--- src/rtl/matmul_pkg.sv ---
// matmul_pkg: definitions shared by the matrix-multiply sequencer and datapath.
//   seq_state_e  - sequencer state encoding
//   DEF_M/N/P    - default matrix dimensions
//   addr_width() - bits needed to index 'depth' entries (at least 1)
package matmul_pkg;

    typedef enum logic [3:0] {
        IDLE,
        LOAD_A,
        LOAD_B,
        CLR,
        RD,
        DRAIN,
        WR,
        SRD,
        SOUT,
        DONE
    } seq_state_e;

    localparam int unsigned DEF_M = 8;
    localparam int unsigned DEF_N = 8;
    localparam int unsigned DEF_P = 8;

    function automatic int unsigned addr_width(input int unsigned depth);
        return (depth <= 1) ? 1 : $clog2(depth);
    endfunction

endpackage

--- src/rtl/matmul_sequencer_if.sv ---
// matmul_sequencer_if: handshake and datapath-control bundle of the sequencer.
//   master - sequencer side (drives handshake readies/valids, memory and MAC controls)
//   slave  - datapath / environment side
// Signals: start, in_valid/in_ready, out_valid/out_ready, m{1,2,3}{w,r}EN,
//          addr1..addr3 (AW bits), mult_rst, mult_ld, busy, done.
interface matmul_sequencer_if #(
    parameter int unsigned AW = 6
);
    logic          start;
    logic          in_valid;
    logic          in_ready;
    logic          out_valid;
    logic          out_ready;
    logic          m1wEN;
    logic          m2wEN;
    logic          m3wEN;
    logic          m1rEN;
    logic          m2rEN;
    logic          m3rEN;
    logic [AW-1:0] addr1;
    logic [AW-1:0] addr2;
    logic [AW-1:0] addr3;
    logic          mult_rst;
    logic          mult_ld;
    logic          busy;
    logic          done;

    modport master (
        input  start, in_valid, out_ready,
        output in_ready, out_valid,
        output m1wEN, m2wEN, m3wEN, m1rEN, m2rEN, m3rEN,
        output addr1, addr2, addr3,
        output mult_rst, mult_ld, busy, done
    );

    modport slave (
        output start, in_valid, out_ready,
        input  in_ready, out_valid,
        input  m1wEN, m2wEN, m3wEN, m1rEN, m2rEN, m3rEN,
        input  addr1, addr2, addr3,
        input  mult_rst, mult_ld, busy, done
    );
endinterface

--- src/rtl/matmul_addr_gen.sv ---
// matmul_addr_gen: row-major address arithmetic for the sequencer.
//   i, j, k  - row of A/C, column of B/C, accumulation index
//   s        - stream counter
//   a_addr   - A[i][k] = i*N+k      b_addr - B[k][j] = k*P+j
//   c_addr   - C[i][j] = i*P+j      s_addr - stream address
// All results truncated to AW bits.
module matmul_addr_gen #(
    parameter int unsigned N  = 8,
    parameter int unsigned P  = 8,
    parameter int unsigned AW = 6,
    parameter int unsigned IW = 3,
    parameter int unsigned JW = 3,
    parameter int unsigned KW = 3,
    parameter int unsigned SW = 6
) (
    input  logic [IW-1:0] i,
    input  logic [JW-1:0] j,
    input  logic [KW-1:0] k,
    input  logic [SW-1:0] s,
    output logic [AW-1:0] a_addr,
    output logic [AW-1:0] b_addr,
    output logic [AW-1:0] c_addr,
    output logic [AW-1:0] s_addr
);
    assign a_addr = AW'(32'(i) * N + 32'(k));
    assign b_addr = AW'(32'(k) * P + 32'(j));
    assign c_addr = AW'(32'(i) * P + 32'(j));
    assign s_addr = AW'(32'(s));
endmodule

--- src/rtl/matmul_sequencer.sv ---
// matmul_sequencer: loads A (MxN) into memory 1 and B (NxP) into memory 2 from a
// byte-serial handshake, runs the multiply-accumulate schedule writing C=A*B to
// memory 3, then streams C out over the output handshake.
// Ports: clk, reset (async, active-low), bus (matmul_sequencer_if.master),
//        perf_cycles (only with MATMUL_SEQ_PERF_CNT_EN: cycles from LOAD_A to DONE).
module matmul_sequencer
    import matmul_pkg::*;
#(
    parameter int unsigned M  = DEF_M,
    parameter int unsigned N  = DEF_N,
    parameter int unsigned P  = DEF_P,
    parameter int unsigned AW = 6
) (
    input  logic clk,
    input  logic reset,
    matmul_sequencer_if.master bus
`ifdef MATMUL_SEQ_PERF_CNT_EN
    ,
    output logic [31:0] perf_cycles
`endif
);
    localparam int unsigned MN = M * N;
    localparam int unsigned NP = N * P;
    localparam int unsigned MP = M * P;
    localparam int unsigned LW = addr_width((MN > NP) ? MN : NP);
    localparam int unsigned IW = addr_width(M);
    localparam int unsigned JW = addr_width(P);
    localparam int unsigned KW = addr_width(N);
    localparam int unsigned SW = addr_width(MP);

    seq_state_e    state, state_n;
    logic [LW-1:0] ld_cnt, ld_n;
    logic [IW-1:0] i_q, i_n;
    logic [JW-1:0] j_q, j_n;
    logic [KW-1:0] k_q, k_n;
    logic [SW-1:0] s_q, s_n;

    logic          rdy_a, rdy_b, rdy_a_n, rdy_b_n;
    logic          accept;
    logic          out_valid_n, m1r_n, m3w_n, m3r_n, mult_rst_n, mult_ld_n, busy_n, done_n;
    logic [AW-1:0] addr1_n, addr2_n, addr3_n;
    logic [AW-1:0] a_addr, b_addr, c_addr, s_addr;

    assign bus.in_ready = rdy_a | rdy_b;
    assign accept       = bus.in_valid & bus.in_ready;
    assign bus.m1wEN    = accept & rdy_a;
    assign bus.m2wEN    = accept & rdy_b;

    always_comb begin
        state_n = state;
        ld_n    = ld_cnt;
        i_n     = i_q;
        j_n     = j_q;
        k_n     = k_q;
        s_n     = s_q;
        unique case (state)
            IDLE: if (bus.start) begin
                state_n = LOAD_A;
                ld_n    = '0;
                i_n     = '0;
                j_n     = '0;
                k_n     = '0;
                s_n     = '0;
            end
            LOAD_A: if (accept) begin
                if (ld_cnt == LW'(MN - 1)) begin
                    state_n = LOAD_B;
                    ld_n    = '0;
                end else begin
                    ld_n = ld_cnt + 1'b1;
                end
            end
            LOAD_B: if (accept) begin
                if (ld_cnt == LW'(NP - 1)) begin
                    state_n = CLR;
                    ld_n    = '0;
                    i_n     = '0;
                    j_n     = '0;
                    k_n     = '0;
                end else begin
                    ld_n = ld_cnt + 1'b1;
                end
            end
            CLR: state_n = RD;
            RD: begin
                if (k_q == KW'(N - 1)) begin
                    state_n = DRAIN;
                    k_n     = '0;
                end else begin
                    k_n = k_q + 1'b1;
                end
            end
            DRAIN: state_n = WR;
            WR: begin
                state_n = CLR;
                if (j_q == JW'(P - 1)) begin
                    j_n = '0;
                    if (i_q == IW'(M - 1)) begin
                        i_n     = '0;
                        s_n     = '0;
                        state_n = SRD;
                    end else begin
                        i_n = i_q + 1'b1;
                    end
                end else begin
                    j_n = j_q + 1'b1;
                end
            end
            SRD: state_n = SOUT;
            SOUT: if (bus.out_ready) begin
                if (s_q == SW'(MP - 1)) begin
                    state_n = DONE;
                    s_n     = '0;
                end else begin
                    s_n     = s_q + 1'b1;
                    state_n = SRD;
                end
            end
            DONE:    state_n = IDLE;
            default: state_n = IDLE;
        endcase
    end

    // Fed with next-cycle counters so addresses register together with the state.
    matmul_addr_gen #(
        .N (N),
        .P (P),
        .AW(AW),
        .IW(IW),
        .JW(JW),
        .KW(KW),
        .SW(SW)
    ) u_addr_gen (
        .i     (i_n),
        .j     (j_n),
        .k     (k_n),
        .s     (s_n),
        .a_addr(a_addr),
        .b_addr(b_addr),
        .c_addr(c_addr),
        .s_addr(s_addr)
    );

    always_comb begin
        rdy_a_n     = (state_n == LOAD_A);
        rdy_b_n     = (state_n == LOAD_B);
        m1r_n       = (state_n == RD);
        m3w_n       = (state_n == WR);
        m3r_n       = (state_n == SRD);
        mult_rst_n  = (state_n == CLR);
        // Memory read latency is one cycle: accumulate in the cycle after each RD.
        mult_ld_n   = (state == RD);
        out_valid_n = (state_n == SOUT);
        busy_n      = (state_n != IDLE);
        done_n      = (state_n == DONE);
        addr1_n     = rdy_a_n ? AW'(ld_n) : (m1r_n ? a_addr : '0);
        addr2_n     = rdy_b_n ? AW'(ld_n) : (m1r_n ? b_addr : '0);
        addr3_n     = m3w_n ? c_addr :
                      ((state_n == SRD || state_n == SOUT) ? s_addr : '0);
    end

    always_ff @(posedge clk or negedge reset) begin
        if (!reset) begin
            state         <= IDLE;
            ld_cnt        <= '0;
            i_q           <= '0;
            j_q           <= '0;
            k_q           <= '0;
            s_q           <= '0;
            rdy_a         <= 1'b0;
            rdy_b         <= 1'b0;
            bus.out_valid <= 1'b0;
            bus.m1rEN     <= 1'b0;
            bus.m2rEN     <= 1'b0;
            bus.m3wEN     <= 1'b0;
            bus.m3rEN     <= 1'b0;
            bus.addr1     <= '0;
            bus.addr2     <= '0;
            bus.addr3     <= '0;
            bus.mult_rst  <= 1'b0;
            bus.mult_ld   <= 1'b0;
            bus.busy      <= 1'b0;
            bus.done      <= 1'b0;
        end else begin
            state         <= state_n;
            ld_cnt        <= ld_n;
            i_q           <= i_n;
            j_q           <= j_n;
            k_q           <= k_n;
            s_q           <= s_n;
            rdy_a         <= rdy_a_n;
            rdy_b         <= rdy_b_n;
            bus.out_valid <= out_valid_n;
            bus.m1rEN     <= m1r_n;
            bus.m2rEN     <= m1r_n;
            bus.m3wEN     <= m3w_n;
            bus.m3rEN     <= m3r_n;
            bus.addr1     <= addr1_n;
            bus.addr2     <= addr2_n;
            bus.addr3     <= addr3_n;
            bus.mult_rst  <= mult_rst_n;
            bus.mult_ld   <= mult_ld_n;
            bus.busy      <= busy_n;
            bus.done      <= done_n;
        end
    end

`ifdef MATMUL_SEQ_PERF_CNT_EN
    always_ff @(posedge clk or negedge reset) begin
        if (!reset) begin
            perf_cycles <= '0;
        end else if (state == IDLE) begin
            if (bus.start) perf_cycles <= '0;
        end else begin
            perf_cycles <= perf_cycles + 1'b1;
        end
    end
`endif

endmodule

--- src/flat_wrapper.sv ---
// flat-port wrapper written by rule: the top's interface ports become plain ports
module matmul_sequencer_flat import matmul_pkg::*;
#(
    parameter int unsigned M  = DEF_M,
    parameter int unsigned N  = DEF_N,
    parameter int unsigned P  = DEF_P,
    parameter int unsigned AW = 6
)
  (clk, reset, bus_start, bus_in_valid, bus_out_ready, bus_in_ready, bus_out_valid, bus_m1wEN, bus_m2wEN, bus_m3wEN, bus_m1rEN, bus_m2rEN, bus_m3rEN, bus_addr1, bus_addr2, bus_addr3, bus_mult_rst, bus_mult_ld, bus_busy, bus_done);
  matmul_sequencer_if #(.AW(AW)) bus_i ();
  input  logic clk;
  input  logic reset;
  input wire logic [$bits(bus_i.start)-1:0] bus_start;
  input wire logic [$bits(bus_i.in_valid)-1:0] bus_in_valid;
  input wire logic [$bits(bus_i.out_ready)-1:0] bus_out_ready;
  output wire logic [$bits(bus_i.in_ready)-1:0] bus_in_ready;
  output wire logic [$bits(bus_i.out_valid)-1:0] bus_out_valid;
  output wire logic [$bits(bus_i.m1wEN)-1:0] bus_m1wEN;
  output wire logic [$bits(bus_i.m2wEN)-1:0] bus_m2wEN;
  output wire logic [$bits(bus_i.m3wEN)-1:0] bus_m3wEN;
  output wire logic [$bits(bus_i.m1rEN)-1:0] bus_m1rEN;
  output wire logic [$bits(bus_i.m2rEN)-1:0] bus_m2rEN;
  output wire logic [$bits(bus_i.m3rEN)-1:0] bus_m3rEN;
  output wire logic [$bits(bus_i.addr1)-1:0] bus_addr1;
  output wire logic [$bits(bus_i.addr2)-1:0] bus_addr2;
  output wire logic [$bits(bus_i.addr3)-1:0] bus_addr3;
  output wire logic [$bits(bus_i.mult_rst)-1:0] bus_mult_rst;
  output wire logic [$bits(bus_i.mult_ld)-1:0] bus_mult_ld;
  output wire logic [$bits(bus_i.busy)-1:0] bus_busy;
  output wire logic [$bits(bus_i.done)-1:0] bus_done;
  assign bus_i.start = bus_start;
  assign bus_i.in_valid = bus_in_valid;
  assign bus_i.out_ready = bus_out_ready;
  assign bus_in_ready = bus_i.in_ready;
  assign bus_out_valid = bus_i.out_valid;
  assign bus_m1wEN = bus_i.m1wEN;
  assign bus_m2wEN = bus_i.m2wEN;
  assign bus_m3wEN = bus_i.m3wEN;
  assign bus_m1rEN = bus_i.m1rEN;
  assign bus_m2rEN = bus_i.m2rEN;
  assign bus_m3rEN = bus_i.m3rEN;
  assign bus_addr1 = bus_i.addr1;
  assign bus_addr2 = bus_i.addr2;
  assign bus_addr3 = bus_i.addr3;
  assign bus_mult_rst = bus_i.mult_rst;
  assign bus_mult_ld = bus_i.mult_ld;
  assign bus_busy = bus_i.busy;
  assign bus_done = bus_i.done;
  matmul_sequencer #(.M(M), .N(N), .P(P), .AW(AW)) u_core (.clk(clk), .reset(reset), .bus(bus_i));
endmodule
--- config.mk ---
export PLATFORM = sky130hd
export DESIGN_NAME = matmul_sequencer_flat
export DESIGN_NICKNAME = d
export VERILOG_FILES = /design/src/rtl/matmul_pkg.sv /design/src/rtl/matmul_sequencer_if.sv /design/src/rtl/matmul_addr_gen.sv /design/src/rtl/matmul_sequencer.sv /design/src/flat_wrapper.sv
export SDC_FILE = /design/constraint.sdc
export NUM_CORES = 1
export LEC_CHECK = 0
export ABC_AREA = 1
export CAP_MARGIN = 15
export CELL_PAD_IN_SITES_DETAIL_PLACEMENT = 1
export CELL_PAD_IN_SITES_GLOBAL_PLACEMENT = 1
export CORE_ASPECT_RATIO = 0.7
export CORE_UTILIZATION = 46
export CTS_BUF_LIST = sky130_fd_sc_hd__clkbuf_4 sky130_fd_sc_hd__clkbuf_8
export CTS_CLUSTER_SIZE = 14
export DETAILED_ROUTE_END_ITERATION = 16
export MAX_ROUTING_LAYER = met4
export PLACE_DENSITY = 0.95
export SYNTH_ARGS = -nofsm -noshare
export SYNTH_HDL_FRONTEND = slang
export SYNTH_HIERARCHICAL = 1
export SYNTH_SLANG_ARGS = --single-unit
export TNS_END_PERCENT = 20
--- constraint.sdc ---
create_clock -name clk -period 3.1 [get_ports clk]
set_clock_uncertainty 0.15 [all_clocks]
set_input_delay 0.775 -clock clk [delete_from_list [all_inputs] [get_ports clk]]
set_output_delay 0.775 -clock clk [all_outputs]
set_load 0.02 [all_outputs]
==> flow_summary.yaml, run 1 <==
detailed_routing:
  ant_nets: 0
  wl_per_cell_um: 18.29
  drtIter0Drc: 151
  wl_um: 7918
  vias: 2383
  drtPass1Iterations: 4
  avgViaCountPerCell: 5.503
  route.detailed.drc: 0
global_routing:
  grt_pass1_wl_um: 12970
  grt_use_total_pct: 28.45
  antenna_found_initial: 0
  grt_pass1_vias: 2522
  grt-ovfl-total: 0
  grt_max_degree: 41
power:
  power_density_nw_per_um2: 836.5
  vdd_drop_max_mv: 0.3671
  p_leak_uw: 0.001658
finish:
  syn2layout_area_growth_pct: 13.00
  nNetsFinal: 370
  diodes: 0
  drive_gt1_share_pct: 11.73
  final_cells: 433
synth:
  synthCells: 337
  synth_edf_count: 0
  ys_warn_count: 6
  synth_area_um2: 2830
  seq_area_frac_synth_pct: 46.86
  synth_nets: 350
  syn_avg_cell_area_um2: 8.398
  synth-async-reset-ratio_pct: 100.0
  ys_seq_elements: 53
  synth_cell_types: 36
  synth_ff_type: "dfrtp_1"
clock_tree:
  clock-root-buffer: "clkbuf_8"
  clk_pin_slew_ns: 0.10
  cts_tree: "done"
  cts_buffer_depth: 2
  cts_buffers: 5
  htree_levels: 2
  clkLatencyLatePin_ns: 0.32
  clkSinkCount: 53
timing:
  tns_ns: 0
  worst_pin_slew_ns: 0.9212
  setup_viol: 0
  drv_slew: 0
  min_period_over_period_pct: 94.88
  rsz0062_at_grt: "no"
  fin_ws_ns: 0.1588
  max_freq_mhz: 340.0
  maxSlewHeadroom_pct: 38.59
  report.final.hold_viol_count: 0
  period_minus_slack_ns: 2.941
placement:
  gp_congestion: 0.9238
  dp.cells: 425
  post-place-ws_ns: 0.04519
  port_buffers: 34
  dp_hpwl_um: 5967
critical_path:
  crit_path_max_fanout: 3
  crit_required_ns: 2.17
  end_kind: "output pin"
  path_class: "in -> out"
  rr_startpoint: "u_core/ld_cnt[1]"
  arrival_ns: 2.02
  cp-start-kind: "input pin"
  crit_start: "bus_in_valid"
die:
  fp.dieW_um: 95.75
  die_area_um2: 6475
  rows: 23
  dieHeight_um: 67.63
  io-pin-count: 35
  start_util_pct: 48.69
  fp.coreArea_um2: 5813
min_path:
  worstHoldPathType: "in -> async"
outcome:
  outcome: "completed"
job:
  cap_violations: 0
[cell families after synthesis]
family                     synth area share, %
and+or+nand+nor                          28.12
AOI/OAI and AO/OA                        9.505
DFF                                      46.86
buffers and inverters                    11.67
adders and majority gates                3.537
xor gates and xnor gates                0.3095
[layer usage]
metal	track usage [%]	vias to the layer above	share of wire [%]
met5	-	-	0
met4	8.582	0	1.3
met3	4.279	10	4.1
met2	45.80	49	48
met1	37.41	1209	46
li1	-	1115	-
[state kept, by name (all words and copies together) (netlist names), 3 cells and up]
signal and cells:
u_core/bus.addr1 6, u_core/state 4, u_core/ld_cnt 6, u_core/j_q 3, u_core/k_q 3, u_core/i_q 3, u_core/bus.addr2 6, u_core/bus.addr3 6
u_core/s_q 6
[cells in the mapped netlist (2+ instances only)]
| library cell | count | area share, % |
|---|---|---|
| a32oi_1 | 2 | 0.62 |
| nor2_4 | 5 | 2.0 |
| nand2_1 | 86 | 11 |
| nor2_1 | 27 | 3.6 |
| nand3_1 | 28 | 5.0 |
| a31oi_1 | 2 | 0.44 |
| nor2_2 | 6 | 1.3 |
| inv_2 | 6 | 0.80 |
| o21ai_0 | 15 | 2.7 |
| nand4_1 | 3 | 0.66 |
| buf_4 | 26 | 6.9 |
| a22o_1 | 2 | 0.62 |
| nand2_2 | 3 | 0.66 |
| dfrtp_1 | 53 | 47 |
| o21ai_1 | 8 | 1.4 |
| inv_1 | 28 | 3.7 |
| a21oi_1 | 9 | 1.6 |
| nand3_4 | 2 | 1.2 |
| ha_1 | 8 | 3.5 |
| o21a_1 | 2 | 0.53 |
[cell type report]
type | count | area, µm²
inverter | 35 | 131.4
multi-input combinational | 222 | 1174
timing repair buffer | 40 | 382.9
sequential | 53 | 1326
clock buffer | 6 | 76.32
clock inverter | 2 | 13.76
fill | 715 | 2615
tap | 75 | 93.84
[placed cells by master (no fill, tap or decap), types with 2 or more instances in the layout]
cell	n
a21oi_1	9
nand4_1	3
buf_4	6
clkdlybuf4s50_1	32
a32oi_1	2
nor2_4	5
ha_1	8
nand3_4	2
nand2_1	86
clkbuf_8	5
o21a_1	2
nor2_2	6
o21ai_0	15
dfrtp_1	53
inv_1	28
a31oi_1	2
a22o_1	2
inv_2	6
nand3_1	28
nor2_1	27
o21ai_1	8
nand2_2	3
[timing repair]
action / in CTS / in global routing
gates resized for setup: 0 / 1
hold buffers: 0 / 0
endpoints found under the setup margin: 0 / 1
buffers inserted: 0 / 0
[stage by stage]
stage | util [%] | power (µW) | instance area, µm² | hold WS, ns
3_5_place_dp | 53.42 | 2238 | 3105 | 0.4270
4_1_cts | 54.97 | 2671 | 3196 | 0.4493
3_3_place_gp | 53.42 | 2165 | 3105 | 0.4113
6_report | 55.02 | 2675 | 3198 | 0.4430
5_1_grt | 55.02 | 2845 | 3198 | 0.4830
2_1_floorplan | - | 1839 | 2830 | 0.3294
[where the power goes]
group | internal (µW) | total [µW] | switching, µW
Sequential | 819 | 927 | 108
Clock | 170 | 410 | 239
Combinational | 416 | 1340 | 923
[worst paths after layout]
path / endpoint / slack, ns / cells past startpoint
setup reg to reg: u_core/bus.addr1[3] / 0.70 / 10
setup / recovery: bus_m1wEN / 0.16 / 4
hold / removal: u_core/bus.mult_ld / 0.44 / 1
hold reg to reg: u_core/j_q[2] / 0.44 / 1
max in group asynchronous: u_core/i_q[1] / 1.70 / 2
min in group clk: u_core/j_q[2] / 0.44 / 1
[worst max-delay path, cell delays in order]
cell	delay [ns]
clkdlybuf4s50_1	0.51
nand2_1	0.07
inv_1	0.05
clkdlybuf4s50_1	0.60
Note: power is estimated with default switching activity, not from simulation.
==> inputs of run 2 (changes only) <==
Settings changed: ABC_AREA 1 to not set, CORE_MARGIN set to 2, CORE_UTILIZATION 46 to 49.
==> flow_summary.yaml, run 2 <==
clock_tree:
  htree_levels: 2
  cts_resized: 0
  cts_buffers: 5
  clk_pin_slew_ns: 0.10
  clkLatencyLatePin_ns: 0.32
  clkSinkCount: 53
  cts_setup_buffers: 0
  cts_tree: "done"
  ctsHoldBuffers: 0
  clock-root-buffer: "clkbuf_8"
  cts_buffer_depth: 2
detailed_routing:
  avgViaCountPerCell: 6.078
  vias: 2115
  drtPass1Iterations: 4
  route.detailed.drc: 0
  ant_nets: 0
  wl_per_cell_um: 20.66
  wl_um: 7191
  drtIter0Drc: 163
placement:
  place_area_um2: 3027
  dp_hpwl_um: 5381
  gp_congestion: 0.8936
  port_buffers: 34
finish:
  final_cell_mix: "dfrtp_1, clkdlybuf4s50_1, a22o_1"
  diodes: 0
  final_area_um2: 3124
  layout_commonest_cell: "dfrtp_1"
  n_fill_cell: 582
  drive_gt1_share_pct: 14.13
  syn2layout_area_growth_pct: 11.72
  fin_util_pct: 58.21
  nNetsFinal: 288
power:
  vdd_drop_max_mv: 0.3580
  pwr-share-comb_pct: 20.0
  power_density_nw_per_um2: 489.7
  p_total_uw: 1530
  p_switching_uw: 488.6
  p_leak_uw: 0.001424
  internal_power_uw: 1041
  seqPwrFrac_pct: 52.7
  clock_power_share_pct: 27.3
  switching_share_pct: 31.93
synth:
  synth_nets: 275
  synthCells: 262
  seq_area_frac_synth_pct: 47.43
  yosysMostFrequentCell: "dfrtp_1"
  synthTopCellsByCount: "dfrtp_1, buf_4, a22o_1"
  syn_avg_cell_area_um2: 10.67
  synth_ff_type: "dfrtp_1"
  synth_edf_count: 0
  synth_cell_types: 62
  ys_seq_elements: 53
  yosysTopAreaCell: "dfrtp_1"
  ys_warn_count: 6
  synth-async-reset-ratio_pct: 100.0
  synthTopCellsByArea: "dfrtp_1, buf_4, a22o_1, ha_1, o21ai_0"
  synth_top_area_share_pct: 47.43
  synth_area_um2: 2796
critical_path:
  crit_path_max_fanout: 5
  cpPeakStageDelay_ns: 0.60
  arrival_ns: 2.08
  critPathBufInv: 2
  crit_path_frequent_cell: "clkdlybuf4s50_1"
  path_cells: "clkdlybuf4s50_1, and2_1, clkdlybuf4s50_1"
  r2r_cells: 7
  slowest_stage: "clkdlybuf4s50_1"
  path_class: "in -> out"
  cp_top_family: "buffers and inverters"
  cp-start-kind: "input pin"
  crit_cells: 3
  end_kind: "output pin"
  crit_required_ns: 2.17
die:
  die_area_um2: 6337
  dieHeight_um: 67.21
  fp.coreArea_um2: 5368
  io-pin-count: 35
  start_util_pct: 52.10
  rows: 22
  fp.dieW_um: 94.30
global_routing:
  grt_max_degree: 32
  grt-ovfl-total: 0
  grt_pass1_wl_um: 11770
  use_met1_pct: 37.94
  grt_pass1_vias: 2143
  top_usage_layer: "met2"
  grt_use_total_pct: 25.91
  antenna_found_initial: 0
  met3_usage_pct: 5.022
  use_met2_pct: 38.30
job:
  cap_violations: 0
timing:
  worst_pin_slew_ns: 0.7571
  period_minus_slack_ns: 3.001
  min_period_over_period_pct: 96.82
  max_freq_mhz: 333.2
  maxSlewHeadroom_pct: 49.53
  report.final.hold_viol_count: 0
  drv_slew: 0
  rsz0062_at_grt: "no"
  setup_viol: 0
min_path:
  worstHoldPathType: "in -> async"
outcome:
  outcome: "completed"
-- run 2: cell types whose count changed after synthesis, moves of 6 or more --
cell / before / now
a22o_1: 2 / 18
inv_1: 28 / 7
nand3_1: 28 / 11
nand2_1: 86 / 14
nor2_2: 6 / 0
a21oi_1: 9 / 3
nor2_1: 27 / 16
o21ai_1: 8 / 0
inv_2: 6 / 0
-- run 2: per-layer routing --
layer | wire length [µm] | vias to the layer above
met5 | 0 | -
met4 | 74 | 0
met3 | 325 | 6
met2 | 3223 | 59
met1 | 3568 | 1088
li1 | - | 962
-- run 2: cell type report --
| class | instances | area [µm²] | share of cell area, % |
|---|---|---|---|
| inverter | 9 | 38.79 | 1.241 |
| clock buffer | 5 | 68.82 | 2.203 |
| multi-input combinational | 165 | 1184 | 37.89 |
| clock inverter | 3 | 28.78 | 0.9211 |
| sequential | 53 | 1326 | 42.45 |
| timing repair buffer | 41 | 387.9 | 12.41 |
| tap | 72 | 90.09 | 2.883 |
-- run 2: path summary, 6_finish.rpt --
check                                 start                    to  slack (ns)
setup reg to reg           u_core/ld_cnt[0]   u_core/bus.addr3[5]        0.46
hold / removal                        reset  u_core/bus.out_valid        0.34
setup / recovery               bus_in_valid             bus_m1wEN         0.1
hold reg to reg               u_core/k_q[0]         u_core/k_q[0]        0.45
max in group asynchronous             reset   u_core/bus.addr3[5]        1.81
min in group clk              u_core/k_q[0]         u_core/k_q[0]        0.45
-- run 2: worst reg2reg max path, stage by stage, from the launching register on --
cell     delay (ns)
dfrtp_1        0.46
ha_1           0.27
nand3_4        0.15
o31ai_1        0.39
a22oi_1        0.17
nor3_1         0.37
o21ai_0        0.29
a22o_1         0.27
-- run 2: stage by stage --
step	hold WS (ns)	TNS (ns)	worst slack [ns]	cells
2_1_floorplan	0.3294	0	0.7320	262
3_3_place_gp	0.4081	0	0.1269	340
3_5_place_dp	0.4237	-0.02048	-0.01818	340
4_1_cts	0.3649	0	0.09427	348
5_1_grt	0.3829	0	0.05901	348
6_report	0.3434	0	0.09869	348
-- run 2: kinds of logic (layout without fill, tap and decap cells) --
kind of cell | count (synthesis) | count (layout) | synth area share [%]
muxes | 2 | 2 | 0.8053
buffers and inverters | 44 | 58 | 10.25
and+or+nand+nor | 81 | 81 | 17.05
xor gates and xnor gates | 2 | 2 | 0.6265
AOI/OAI and AO/OA | 72 | 72 | 20.27
adders and majority gates | 8 | 8 | 3.580
DFF | 53 | 53 | 47.43
-- run 2: power by group through the flow --
stage	Clock, µW	Sequential, µW	Combinational [µW]
after floorplan	0	831	149
after global placement	0	811	289
after detailed placement	0	817	304
after CTS	429	804	306
after global routing	466	812	328
final	417	806	306
==> inputs of run 3 (changes only) <==
Settings changed: MAX_ROUTING_LAYER met4 to not set.
==> flow_summary.yaml, run 3 (same netlist as run 2, synthesis figures left out) <==
power:
  internal_power_uw: 1119
  vdd_drop_max_mv: 0.3527
  p_leak_uw: 0.001433
  p_switching_uw: 476.6
  seqPwrFrac_pct: 50.2
  clock_power_share_pct: 30.8
  switching_share_pct: 29.87
  pwr-share-comb_pct: 19.0
  power_density_nw_per_um2: 507.6
die:
  die_area_um2: 6337
  fp.coreArea_um2: 5368
  dieHeight_um: 67.21
  io-pin-count: 35
  start_util_pct: 52.10
  fp.dieW_um: 94.30
  rows: 22
timing:
  report.final.hold_viol_count: 0
  rsz0062_at_grt: "no"
  max_freq_mhz: 332.3
  drv_slew: 0
  fin_ws_ns: 0.09089
  min_period_over_period_pct: 97.07
  maxSlewHeadroom_pct: 54.32
  timing.hold.ws_ns: 0.3955
  period_minus_slack_ns: 3.009
  setup_viol: 0
  tns_ns: 0
  worst_pin_slew_ns: 0.6852
clock_tree:
  clkLatencyLatePin_ns: 0.31
  cts_tree: "done"
  cts_buffers: 5
  clock-root-buffer: "clkbuf_8"
  cts_setup_buffers: 0
  ctsHoldBuffers: 0
  clkSinkCount: 53
  cts_resized: 0
  htree_levels: 2
  clk_pin_slew_ns: 0.11
  cts_buffer_depth: 2
finish:
  seqCellArea_um2: 1326
  diodes: 0
  layout_commonest_cell: "dfrtp_1"
  drive_gt1_share_pct: 14.13
  multiInputGateArea_um2: 1184
  n_fill_cell: 595
  syn2layout_area_growth_pct: 12.39
  nNetsFinal: 288
  fin_util_pct: 58.55
  final_cell_mix: "dfrtp_1, clkdlybuf4s50_1, a22o_1"
detailed_routing:
  wl_um: 7100
  avgViaCountPerCell: 6.124
  drtIter0Drc: 142
  route.detailed.drc: 0
  drtPass1Iterations: 4
  vias: 2131
  wl_per_cell_um: 20.40
  ant_nets: 0
critical_path:
  r2r_cells: 9
  path_cells: "clkdlybuf4s50_1, and2_1, clkdlybuf4s50_1"
  crit_path_frequent_cell: "clkdlybuf4s50_1"
  rr_endpoint: "u_core/bus.addr2[4]"
  arrival_ns: 2.08
  rr_startpoint: "u_core/k_q[0]"
  r2r_slack_ns: 0.50
  crit_path_max_fanout: 5
  slowest_stage: "clkdlybuf4s50_1"
  cp-start-kind: "input pin"
  end_kind: "output pin"
  path_class: "in -> out"
  cpPeakStageDelay_ns: 0.60
  crit_required_ns: 2.17
global_routing:
  grt_pass1_vias: 2143
  grt_pass1_wl_um: 11790
  antenna_found_initial: 0
  grt_use_total_pct: 25.26
  grt-ovfl-total: 0
  grt_max_degree: 54
job:
  cap_violations: 0
placement:
  gp_congestion: 0.8943
  port_buffers: 34
  post-place-ws_ns: -0.0001377
  dp_hpwl_um: 5373
min_path:
  worstHoldPathType: "in -> async"
outcome:
  outcome: "completed"
## run 3: changes by cell type in the layout (fill, tap and decap cells not counted), sizes merged
cell / delta
clkinv: -1
bufinv: +1
## run 3: power by group through the flow
stage / combinational (µW) / sequential (µW) / clock [µW]
2_1_floorplan: 149 / 831 / 0
3_3_place_gp: 290 / 810 / 0
3_5_place_dp: 306 / 814 / 0
4_1_cts: 308 / 800 / 505
5_1_grt: 331 / 808 / 531
6_report: 303 / 800 / 492
## run 3: layout make-up
cell class,count,area share [%]
multi-input cells,165,37.66
clock buffers,5,2.189
well taps,72,2.866
repair buffers,41,12.34
inverters,9,1.234
flip-flops and latches,53,42.20
clock inverters,3,1.513
## run 3: layer usage
layer	track usage, %	routed length, µm
met5	0	0
met4	5.797	87
met3	5.022	408
met2	39.38	3184
met1	36.93	3420
## run 3: how the worst max path moves through the flow
stage,cells past startpoint,endpoint,from
after floorplan,7,u_core/bus.addr1[0],bus_in_valid
after global placement,3,bus_m1wEN,bus_in_valid
after detailed placement,7,u_core/bus.addr1[0],bus_in_valid
after CTS,3,bus_m1wEN,bus_in_valid
after global routing,3,bus_m1wEN,bus_in_valid
final,3,bus_m1wEN,bus_in_valid
## run 3: stage by stage
stage | total power (µW) | instances | instance area (µm²)
after floorplan | 980.4 | 262 | 2796
after detailed placement | 1120 | 340 | 3027
after global placement | 1100 | 340 | 3027
after global routing | 1670 | 348 | 3143
after CTS | 1614 | 348 | 3143
final | 1595 | 348 | 3143
## run 3: worst max-delay path: cells and delay by family
family / cells / cell delay, ns
buffers and inverters: 2 / 1.15
and+or+nand+nor: 1 / 0.16
==> patch (config.mk and constraints of run 1) <==
Set the package constant `DEF_M` to 16 (it was 8).
--- a/src/rtl/matmul_pkg.sv
+++ b/src/rtl/matmul_pkg.sv
@@ -17,7 +17,7 @@
         DONE
     } seq_state_e;
 
-    localparam int unsigned DEF_M = 8;
+    localparam int unsigned DEF_M = 16;
     localparam int unsigned DEF_N = 8;
     localparam int unsigned DEF_P = 8;
 
Formal check against the unedited RTL: no difference found for any inputs over 10 cycles, from zero or initial values and one cycle with reset low; that may be too few to reach the edited logic, so the function may still have changed.
==> patch against run 1 <==
Power decreased by 0.46%; sequential share of layout area decreased by 0.34 points; sequential cell count increased by 3; global-route usage decreased by 2.6 points; synthesized cell count increased by 13%; worst setup slack improved by 45 ps; area after synthesis increased by 7.9%; final area increased by 6.5%; routed wire length increased by 0.13%; critical path type unchanged; critical endpoint is now bus_m2wEN; largest power group unchanged; highest routed layer unchanged.
==> patch: results <==
[status]
run_status = finished clean

[synth]
ys.flop_type = dfrtp_1
synth.largest_area_cell = dfrtp_1
synth_area_leaders = dfrtp_1, nand2_1, buf_4
syn_avg_cell_area_um2 = 7.99
syn_nets = 394
ys_seq_area_frac = 0.459
ys_seq_elements = 56
ys.warnings.count = 6
synth_common_cells = nand2_1, dfrtp_1, inv_1
yosysUniqueCellTypes = 32
async_flop_share = 1.00

[route]
route.detailed.drc = 0
drtIter0Drc = 156
vias_per_cell = 5.30
drt-total-wl_um = 7930
num_vias = 2537

[finish]
fillers = 792
reg_top3 = u_core/ld_cnt x7, u_core/s_q x7
antennaDiodeCount = 0
nNetsFinal = 412
post_route_cells_drive_above_1_share = 0.0923

[setup_path]
critical_path_arrival_ps = 1970
cp_max_fo = 2

[pwr]
p_leak_nw = 1.72
peakVddDrop_mv = 0.439

[worst_hold_path]
hold_class = reg2reg

[grt]
first_global_vias = 2806
grt_pass1_wl_um = 13600
use_met1 = 0.345
grt_max_degree = 57
grtUsageTotal = 0.258
grt_use_met2 = 0.407
gr-usage-met3 = 0.0551

[clock_network]
clock_latency_ps = 300
htree_num_levels = 2
clk_pin_slew_ps = 100
cts_buffers = 5

[sta]
slew_headroom = 0.522

[place]
placed_cells = 471
gp_congestion = 0.892
port_buffers = 34
post-dp-hpwl_um = 6100
[patch: changes by cell type after synthesis, sizes merged, moves of 2 or more]
cell           run 1  this run
a21oi             10         8
a22o               2         0
dfrtp             53        56
inv               34        52
nand2             90       109
nand3             31        28
nor2              38        34
nor3               1         3
o211ai             1         6
o21ai             24        34
xor2               0         4
[patch: layout make-up]
cell class                 count  area [um2]  area share
timing repair buffer          39         372       0.109
multi-input combinational    246        1250       0.367
clock buffer                   6        76.3      0.0224
tap                           78        97.6      0.0286
sequential                    56        1400       0.411
inverter                      52         195      0.0573
clock inverter                 2        16.3     0.00477
[patch: where the power goes]
| group | internal (mW) | total, mW | leakage (nW) | switching, mW |
|---|---|---|---|---|
| clock | 0.170 | 0.408 | 0.0448 | 0.238 |
| sequential | 0.875 | 0.996 | 0.765 | 0.121 |
| combinational | 0.406 | 1.26 | 0.908 | 0.853 |
[patch: per-stage QoR]
stage	instance area (um2)	hold slack [ps]	setup WS, ps	total power, mW
floorplan	3050	323	648	1.89
global placement	3320	351	16.0	2.17
detailed placement	3320	379	-94.4	2.25
CTS	3410	401	171	2.67
global route	3410	419	103	2.85
finish	3410	394	203	2.66
[patch: critical path: stages]
cell             delay [ps]
clkdlybuf4s50_1         480
inv_1                    50
nor2_1                  150
inv_1                    70
nor2_1                   90
dlygate4sd2_1           340
[patch: path summary, 6_finish.rpt]
check / slack, ps / from / end / cells after the start
worst max-delay path: 200 / bus_in_valid / bus_m2wEN / 6
worst max register to register: 630 / u_core/ld_cnt[1]$_DFF_PN0_ / u_core/bus.addr2[4]$_DFF_PN0_ / 10
worst min-delay path: 390 / u_core/ld_cnt[6]$_DFFE_PN0P_ / u_core/ld_cnt[6]$_DFFE_PN0P_ / 2
min in group asynchronous: 450 / reset / u_core/bus.m3rEN$_DFF_PN0_ / 2
max in group asynchronous: 1890 / reset / u_core/k_q[2]$_DFF_PN0_ / 2
worst min register to register: 390 / u_core/ld_cnt[6]$_DFFE_PN0P_ / u_core/ld_cnt[6]$_DFFE_PN0P_ / 2
[patch: timing repair]
| item | in CTS | in global routing |
|---|---|---|
| gates resized for setup | 1 | 0 |
| setup buffers | 0 | 0 |
| setup endpoints to repair | 1 | 0 |
[patch: kinds of logic after synthesis]
| logic type | Yosys count | share of synthesized area |
|---|---|---|
| AOI/OAI and AO/OA | 56 | 0.105 |
| xor gates and xnor gates | 4 | 0.0115 |
| adders and majority gates | 7 | 0.0287 |
| buffers and inverters | 80 | 0.132 |
| DFF | 56 | 0.459 |
| and+or+nand+nor | 179 | 0.264 |
[patch: layer usage]
layer / wire [um] / vias up / part of all wire
met1: 3700 / 1233 / 0.47
li1: - / 1228 / -
met5: 0 / - / 0
met4: 69 / 0 / 0.0087
met2: 3770 / 68 / 0.48
met3: 386 / 8 / 0.049
